`src/rtl/uart_rx_fifo_if.sv`:
```
// uart_rx_fifo_if: bundles the receiver-side push signals and the CPU-side
// pop/status signals of the receive FIFO.
// master = receiver/CPU side that drives strobes and pops; slave = the FIFO.
interface uart_rx_fifo_if #(
  parameter int AW = 4,
  parameter int DW = 8
);
  logic [DW-1:0] rx_data;
  logic          rx_strobe;
  logic          rd_en;
  logic          ovr_clr;
  logic [DW-1:0] dout;
  logic          empty;
  logic          full;
  logic [AW:0]   level;
  logic          overrun;
  logic          irq_thresh;

  modport master (
    output rx_data, rx_strobe, rd_en, ovr_clr,
    input  dout, empty, full, level, overrun, irq_thresh
  );

  modport slave (
    input  rx_data, rx_strobe, rd_en, ovr_clr,
    output dout, empty, full, level, overrun, irq_thresh
  );
endinterface

```
`src/rtl/uart_rx_fifo.sv`:
```
// uart_rx_fifo: circular receive FIFO behind the UART receiver.
// Each rising edge of rx_strobe pushes rx_data; the head entry is presented
// first-word-fall-through on dout (0 when empty). A push while full with no
// simultaneous pop is dropped and sets the sticky overrun flag.
// Optional feature macro UART_RX_THRESH_EN: when defined, irq_thresh is a
// registered "level >= THRESH" flag; when undefined, irq_thresh = !empty.
module uart_rx_fifo #(
  parameter int AW     = 4,
  parameter int DW     = 8,
  parameter int THRESH = 8
) (
  input  logic           clk,
  input  logic           rst,
  uart_rx_fifo_if.slave  bus
);
  localparam int          DEPTH    = 1 << AW;
  localparam logic [AW:0] LVL_FULL = (AW+1)'(DEPTH);

  logic [DW-1:0] r_mem [DEPTH];
  logic [AW-1:0] r_wr_ptr;
  logic [AW-1:0] r_rd_ptr;
  logic [AW:0]   r_level;
  logic          r_strobe_q;
  logic          r_overrun;

  logic w_push;
  logic w_pop;
  logic w_wr;
  logic w_empty;
  logic w_full;

  // Edge detect on the receiver strobe plus accept/pop qualification.
  always_comb begin
    w_empty = (r_level == '0);
    w_full  = (r_level == LVL_FULL);
    w_push  = bus.rx_strobe & ~r_strobe_q;
    w_pop   = bus.rd_en & ~w_empty;
    // A pop in the same cycle frees the slot a full FIFO needs for the push.
    w_wr    = w_push & (~w_full | w_pop);
  end

  // Strobe history register for the rising-edge push detect.
  always_ff @(posedge clk) begin
    if (rst) r_strobe_q <= 1'b0;
    else     r_strobe_q <= bus.rx_strobe;
  end

  // Storage array; deliberately not cleared by reset.
  always_ff @(posedge clk) begin
    if (w_wr) r_mem[r_wr_ptr] <= bus.rx_data;
  end

  // Pointer and fill-level bookkeeping.
  always_ff @(posedge clk) begin
    if (rst) begin
      r_wr_ptr <= '0;
      r_rd_ptr <= '0;
      r_level  <= '0;
    end else begin
      if (w_wr)  r_wr_ptr <= r_wr_ptr + 1'b1;
      if (w_pop) r_rd_ptr <= r_rd_ptr + 1'b1;
      case ({w_wr, w_pop})
        2'b10:   r_level <= r_level + 1'b1;
        2'b01:   r_level <= r_level - 1'b1;
        default: r_level <= r_level;
      endcase
    end
  end

  // Sticky overrun; a new drop wins over a coincident clear.
  always_ff @(posedge clk) begin
    if (rst)                          r_overrun <= 1'b0;
    else if (w_push & w_full & ~w_pop) r_overrun <= 1'b1;
    else if (bus.ovr_clr)             r_overrun <= 1'b0;
  end

`ifdef UART_RX_THRESH_EN
  localparam logic [AW:0] THRESH_LVL = (AW+1)'(THRESH);
  logic r_irq;

  // Threshold flag follows the registered level one cycle later.
  always_ff @(posedge clk) begin
    if (rst) r_irq <= 1'b0;
    else     r_irq <= (r_level >= THRESH_LVL);
  end

  assign bus.irq_thresh = r_irq;
`else
  // Without the threshold feature the interrupt is plain byte-ready.
  assign bus.irq_thresh = ~w_empty;

  // THRESH only matters with the feature on; an out-of-range value
  // elaborates this empty marker block so it stays visible in the hierarchy.
  if (THRESH < 1 || THRESH > DEPTH) begin : g_thresh_out_of_range
  end
`endif

  assign bus.dout    = w_empty ? '0 : r_mem[r_rd_ptr];
  assign bus.empty   = w_empty;
  assign bus.full    = w_full;
  assign bus.level   = r_level;
  assign bus.overrun = r_overrun;
endmodule

```
`src/flat_wrapper.sv`:
```
// flat-port wrapper written by rule: the top's interface ports become plain ports
module uart_rx_fifo_flat 
#(
  parameter int AW     = 4,
  parameter int DW     = 8,
  parameter int THRESH = 8
)
  (clk, rst, bus_rx_data, bus_rx_strobe, bus_rd_en, bus_ovr_clr, bus_dout, bus_empty, bus_full, bus_level, bus_overrun, bus_irq_thresh);
  uart_rx_fifo_if #(.AW(AW), .DW(DW)) bus_i ();
  input  logic clk;
  input  logic rst;
  input wire logic [$bits(bus_i.rx_data)-1:0] bus_rx_data;
  input wire logic [$bits(bus_i.rx_strobe)-1:0] bus_rx_strobe;
  input wire logic [$bits(bus_i.rd_en)-1:0] bus_rd_en;
  input wire logic [$bits(bus_i.ovr_clr)-1:0] bus_ovr_clr;
  output wire logic [$bits(bus_i.dout)-1:0] bus_dout;
  output wire logic [$bits(bus_i.empty)-1:0] bus_empty;
  output wire logic [$bits(bus_i.full)-1:0] bus_full;
  output wire logic [$bits(bus_i.level)-1:0] bus_level;
  output wire logic [$bits(bus_i.overrun)-1:0] bus_overrun;
  output wire logic [$bits(bus_i.irq_thresh)-1:0] bus_irq_thresh;
  assign bus_i.rx_data = bus_rx_data;
  assign bus_i.rx_strobe = bus_rx_strobe;
  assign bus_i.rd_en = bus_rd_en;
  assign bus_i.ovr_clr = bus_ovr_clr;
  assign bus_dout = bus_i.dout;
  assign bus_empty = bus_i.empty;
  assign bus_full = bus_i.full;
  assign bus_level = bus_i.level;
  assign bus_overrun = bus_i.overrun;
  assign bus_irq_thresh = bus_i.irq_thresh;
  uart_rx_fifo #(.AW(AW), .DW(DW), .THRESH(THRESH)) u_core (.clk(clk), .rst(rst), .bus(bus_i));
endmodule
```
`config.mk`:
```
export PLATFORM = sky130hd
export DESIGN_NAME = uart_rx_fifo_flat
export DESIGN_NICKNAME = d
export VERILOG_FILES = /design/src/rtl/uart_rx_fifo_if.sv /design/src/rtl/uart_rx_fifo.sv /design/src/flat_wrapper.sv
export SDC_FILE = /design/constraint.sdc
export NUM_CORES = 1
export LEC_CHECK = 0
export ABC_AREA = 1
export BUFFER_PORTS_ARGS = -buffer_cell sky130_fd_sc_hd__clkbuf_2
export CAP_MARGIN = 20
export CORE_MARGIN = 5
export CORE_UTILIZATION = 50
export CTS_CLUSTER_DIAMETER = 150
export DETAILED_ROUTE_END_ITERATION = 12
export PLACE_DENSITY = 0.67
export RECOVER_POWER = 100
export SKIP_LAST_GASP = 1
export SLEW_MARGIN = 20
export SYNTH_ARGS = -nofsm -noshare
export SYNTH_HDL_FRONTEND = slang
export SYNTH_SLANG_ARGS = --single-unit
```
`constraint.sdc`:
```
create_clock -name clk -period 3.9 [get_ports clk]
set_input_delay 0.585 -clock clk [delete_from_list [all_inputs] [get_ports clk]]
set_output_delay 0.585 -clock clk [all_outputs]
set_load 0.05 [all_outputs]
```
After elaboration in Yosys (flattened, before gate mapping)
Memories as Yosys holds them, arrays and structs flattened. A register that Yosys moved wholly into a read port is not among the register bits.
Cells that the tools add are included.
{ "totals": {"reg_bits": 15, "memories": 1, "ram_bits": 128, "in_bits": 13, "out_inout_bits": 17} }
{ "mem_list": {"columns": ["memory", "depth", "width", "read_ports", "rd_ports_with_merged_regs", "write_ports", "line_no", "text"], "rows": [
  ["u_core.r_mem", 16, 8, 1, 1, 1, "uart_rx_fifo.sv:19", "logic [DW-1:0] r_mem [DEPTH];"]
]} }
{ "classes": {"mux": 8, "addsub": 4, "bitwise_logic": 10, "eq_ne": 3, "n_reduce_logical": 3} }
{ "op_table": {"columns": ["operator", "n"], "rows": [
  ["$pmux W5 S2", 1],
  ["$add A4 B1 Y4 const B", 2],
  ["$mux W4", 2],
  ["$mux W8", 1],
  ["$add A5 B1 Y5 const B", 1],
  ["$and A1 B1 Y1", 5],
  ["$eq A5 B5 Y1 const B", 1],
  ["$logic_not A5 Y1", 1],
  ["$sub A5 B1 Y5 const B", 1],
  ["$mux W1", 4],
  ["$not A1 Y1", 4],
  ["$reduce_bool A2 Y1", 2],
  ["$eq A2 B1 Y1 const B", 1],
  ["$eq A2 B2 Y1 const B", 1],
  ["$or A1 B1 Y1", 1]
]} }

Depth between registers and ports, before layout
{ "logic_depth": {"depth_word": 7, "depth_mapped": 16} }

Worst setup path after synthesis
OpenSTA, ideal clock, no wires.
{ "synth_timing": {"path_kind": "reg2out", "start": "reg u_core.r_level[4], in the netlist u_core.bus.level[4]", "end": "out bus_dout[0]", "slack_ps": 725, "arrival_ps": 2590, "path_stages_with_launch": 5, "required_time_ps": 3315, "path_buffers": 0, "cell_sequence": "dfxtp_1 -> inv_1 -> nand3_4 -> clkinv_1 -> a21oi_1"} }
{ "synth_between": {"elab_chain_len": 2} }
{ "synth_rtl": {"columns": ["item", "line_no", "text"], "rows": [
  ["start: declaration", "uart_rx_fifo.sv:22", "logic [AW:0] r_level;"],
  ["start signal: assignment", "uart_rx_fifo.sv:63", "2'b10: r_level <= r_level + 1'b1;"],
  ["start signal: assignment", "uart_rx_fifo.sv:64", "2'b01: r_level <= r_level - 1'b1;"],
  ["start signal: assignment", "uart_rx_fifo.sv:65", "default: r_level <= r_level;"],
  ["$logic_not A5 Y1", "uart_rx_fifo.sv:34", "w_empty = (r_level == '0);"],
  ["named net bus_empty", "flat_wrapper.sv:17", "output wire logic [$bits(bus_i.empty)-1:0] bus_empty;"],
  ["$mux W8", "uart_rx_fifo.sv:98", "assign bus.dout = w_empty ? '0 : r_mem[r_rd_ptr];"],
  ["end: declaration", "flat_wrapper.sv:16", "output wire logic [$bits(bus_i.dout)-1:0] bus_dout;"]
]} }
The timed path passes the listed nets, and every way through them passes these cells.

==> flow_summary_export.csv <==
group,metric,value,unit
clocking,cts.sinks,147,
yosys,synthDistinctLibCells,33,
yosys,synth_nets,519,
job,maxCapViolations,0,
floorplan,core,0.0119,sq mm
setup_path,critical_path_buf_inv_count,3,
clocking,worstSkewPairLatency,0.42,ns
timing,rsz0062_at_grt,"no",
layout,fin_cells,696,
yosys,syn_area,0.00602,sq mm
timing,max_freq,0.300,GHz
placed_design,routabilityCongestion,0.875,
clocking,cts_setup_buffers,0,
global_routing,grt_max_degree,57,
floorplan,die_w,120,microns
yosys,ys_ff_latch,147,
pwr,clkPwrFrac,0.359,
setup_path,max_stage_delay,0.50,ns
global_routing,grt_pass1_vias,4010,
yosys,synth_top_area_cell,"edfxtp_1",
layout,nets,555,
setup_path,cp_data_required_time,3.31,ns
clocking,hold_buffers,0,
status,status,"finished clean",
detailed_routing,firstDrtPassIters,5,
setup_path,worstSetupPathType,"flip-flop to output port",
timing,fin_worst_skew,0.00542,ns
layout,mostFrequentLayoutCell,"edfxtp_1",
setup_path,cp-end-kind,"output port",
timing,worst_pin_slew,1.08,ns
pwr,p_sw_frac,0.327,
yosys,synth_area_leaders,"edfxtp_1, dfxtp_1, o21ai_0",
setup_path,critPathLaunchType,"flip-flop",
pwr,ir_drop,0.000356,V
yosys,postSynthAreaPerCell,12.0,sq um
layout,drive_gt1_frac,0.0874,
pwr,p_int,3.01,mW
timing,finalCritPeriodShare,0.855,
timing,hold_viol,0,
setup_path,cp_cell_sequence,"inv_1 -> buf_12 -> o21ai_0 -> o22ai_1 -> nor2_1 -> nor2_1 -> o21ai_0 -> a21oi_1 -> clkbuf_1",
setup_path,arrival,2.75,ns
setup_path,slowest_stage,"clkbuf_1",
placed_design,dpl.cell_count,664,
detailed_routing,antenna_left,0,
floorplan,io_pins,30,
global_routing,grt_pass1_wl,21400,microns
clocking,clk_pin_slew,0.06,ns
clocking,cts-root-buf,"clkbuf_16",
clocking,cts_resized,0,
layout,synthToLayoutAreaGrowth,13.4,%
setup_path,path_delay_family,"buffers and inverters",
timing,hold_ws,0.376,ns
pwr,pwr-share-seq,0.406,
placed_design,io_buffers,29,
clocking,cts_buffer_depth,2,
layout,final_cell_mix,"edfxtp_1, nor2_1, o21ai_0, clkbuf_1, inv_1",
layout,num_antenna_cells,0,
clocking,cts_tree,"built",
setup_path,worstPathMaxFanout,56,
detailed_routing,wl_per_cell,19.7,microns
global_routing,antenna_found_initial,0,
detailed_routing,wirelength,13700,microns
yosys,syn_inst,500,
pwr,powerDensity,656,mW/mm^2
detailed_routing,vias_per_cell,5.87,
floorplan,die_y,120,microns
clocking,cts.htree.levels,4,
timing,setup_viol,0,
detailed_routing,drtIter0Drc,369,
floorplan,initial_utilization,0.506,
global_routing,grt-ovfl-total,0,
detailed_routing,drc,0,
timing,slew_violations,0,
pwr,comb_power_share,0.234,
min_path,hp-class,"input pin to flip-flop",
floorplan,rows,40,
pwr,switchingPower,1.47,mW
timing,maxSlewHeadroom,0.276,
timing,finalSetupTns,0,ns
clocking,cts_buffers,17,
pwr,power_leakage,2.34,nW
yosys,yosys_warnings,0,
detailed_routing,num_vias,4083,
placed_design,hpwlAfterDp,8470,microns
yosys,yosysSeqAreaShare,0.701,
yosys,synth_top_area_share,0.638,
floorplan,dieArea,0.0143,sq mm
timing,min_period,3.33,ns
global_routing,grtUsageTotal,0.201,
## final timing paths
path,depth (start not counted),end,start,slack (ns)
min,3,u_core.r_strobe_q,bus_rx_strobe,0.38
max,9,bus_dout[7],flip-flop,0.57
min reg2reg,2,u_core.bus.overrun,u_core.bus.overrun,0.46
max reg2reg,7,u_core.r_mem[0][3],u_core.bus.level[2],1.29
## worst min-delay path, stage by stage
cell and delay, ns:
clkbuf_2 0.08, inv_1 0.05, nor2_1 0.04
## cells in the mapped netlist, drive strengths merged
library cell / instances
edfxtp: 128
nor2: 100
o21ai: 77
inv: 31
nand2: 30
o221ai: 22
nand3: 20
a21oi: 19
dfxtp: 19
clkbuf: 14
buf: 10
o22ai: 10
ha: 6
nand4: 4
o211ai: 2
or2: 2
xor2: 2
a211oi: 1
clkinv: 1
nand3b: 1
o21a: 1
## registers in the layout, summed over array words and instances (netlist names), named ones only
signal	count
u_core.r_wr_ptr	4
u_core.r_strobe_q	1
u_core.r_rd_ptr	4
u_core.bus.level	5
u_core.r_mem	128
u_core.bus.overrun	1
## per-layer routing
layer | vias to the layer above | track usage | routed length, microns
li1 | 1891 | - | -
met1 | 2003 | 0.251 | 5670
met2 | 163 | 0.338 | 6880
met3 | 26 | 0.0528 | 833
met4 | 0 | 0.0759 | 293
met5 | - | 0 | 0
## cells by family (layout without fill, tap and decap cells)
kind of cell	Yosys count	after routing	synth area share
adders and majority gates	6	6	0.0125
AOI/OAI and AO/OA	132	132	0.130
DFF	147	147	0.701
buffers and inverters	56	105	0.0388
and+or+nand+nor	157	157	0.114
xor gates and xnor gates	2	2	0.00291
## power groups by stage
stage	combinational, mW	clock [mW]	sequential, mW
after floorplan	0.784	0	1.88
after global placement	1.09	0	1.85
after CTS	1.11	1.63	1.82
final	1.05	1.61	1.82
after global routing	1.15	1.70	1.83
after detailed placement	1.11	0	1.85
## final cells by class
class                      count  area (sq um)
clock buffer                  18           429
clock inverter                14           163
fill                         997          5080
inverter                      32           120
multi-input combinational    297          1510
sequential                   147          4230
tap                          147           184
timing repair buffer          41           204
## stage by stage
step           utilization  cell area (sq um)  power [mW]  setup WS (ns)
6_report             0.573               6830        4.48          0.567
5_1_grt              0.573               6830        4.67          0.316
4_1_cts              0.583               6950        4.56          0.801
3_5_place_dp         0.534               6360        2.96           1.22
3_3_place_gp         0.534               6360        2.94           1.27
2_1_floorplan            -               6020        2.66          0.725
(Power assumes the default switching activity.)
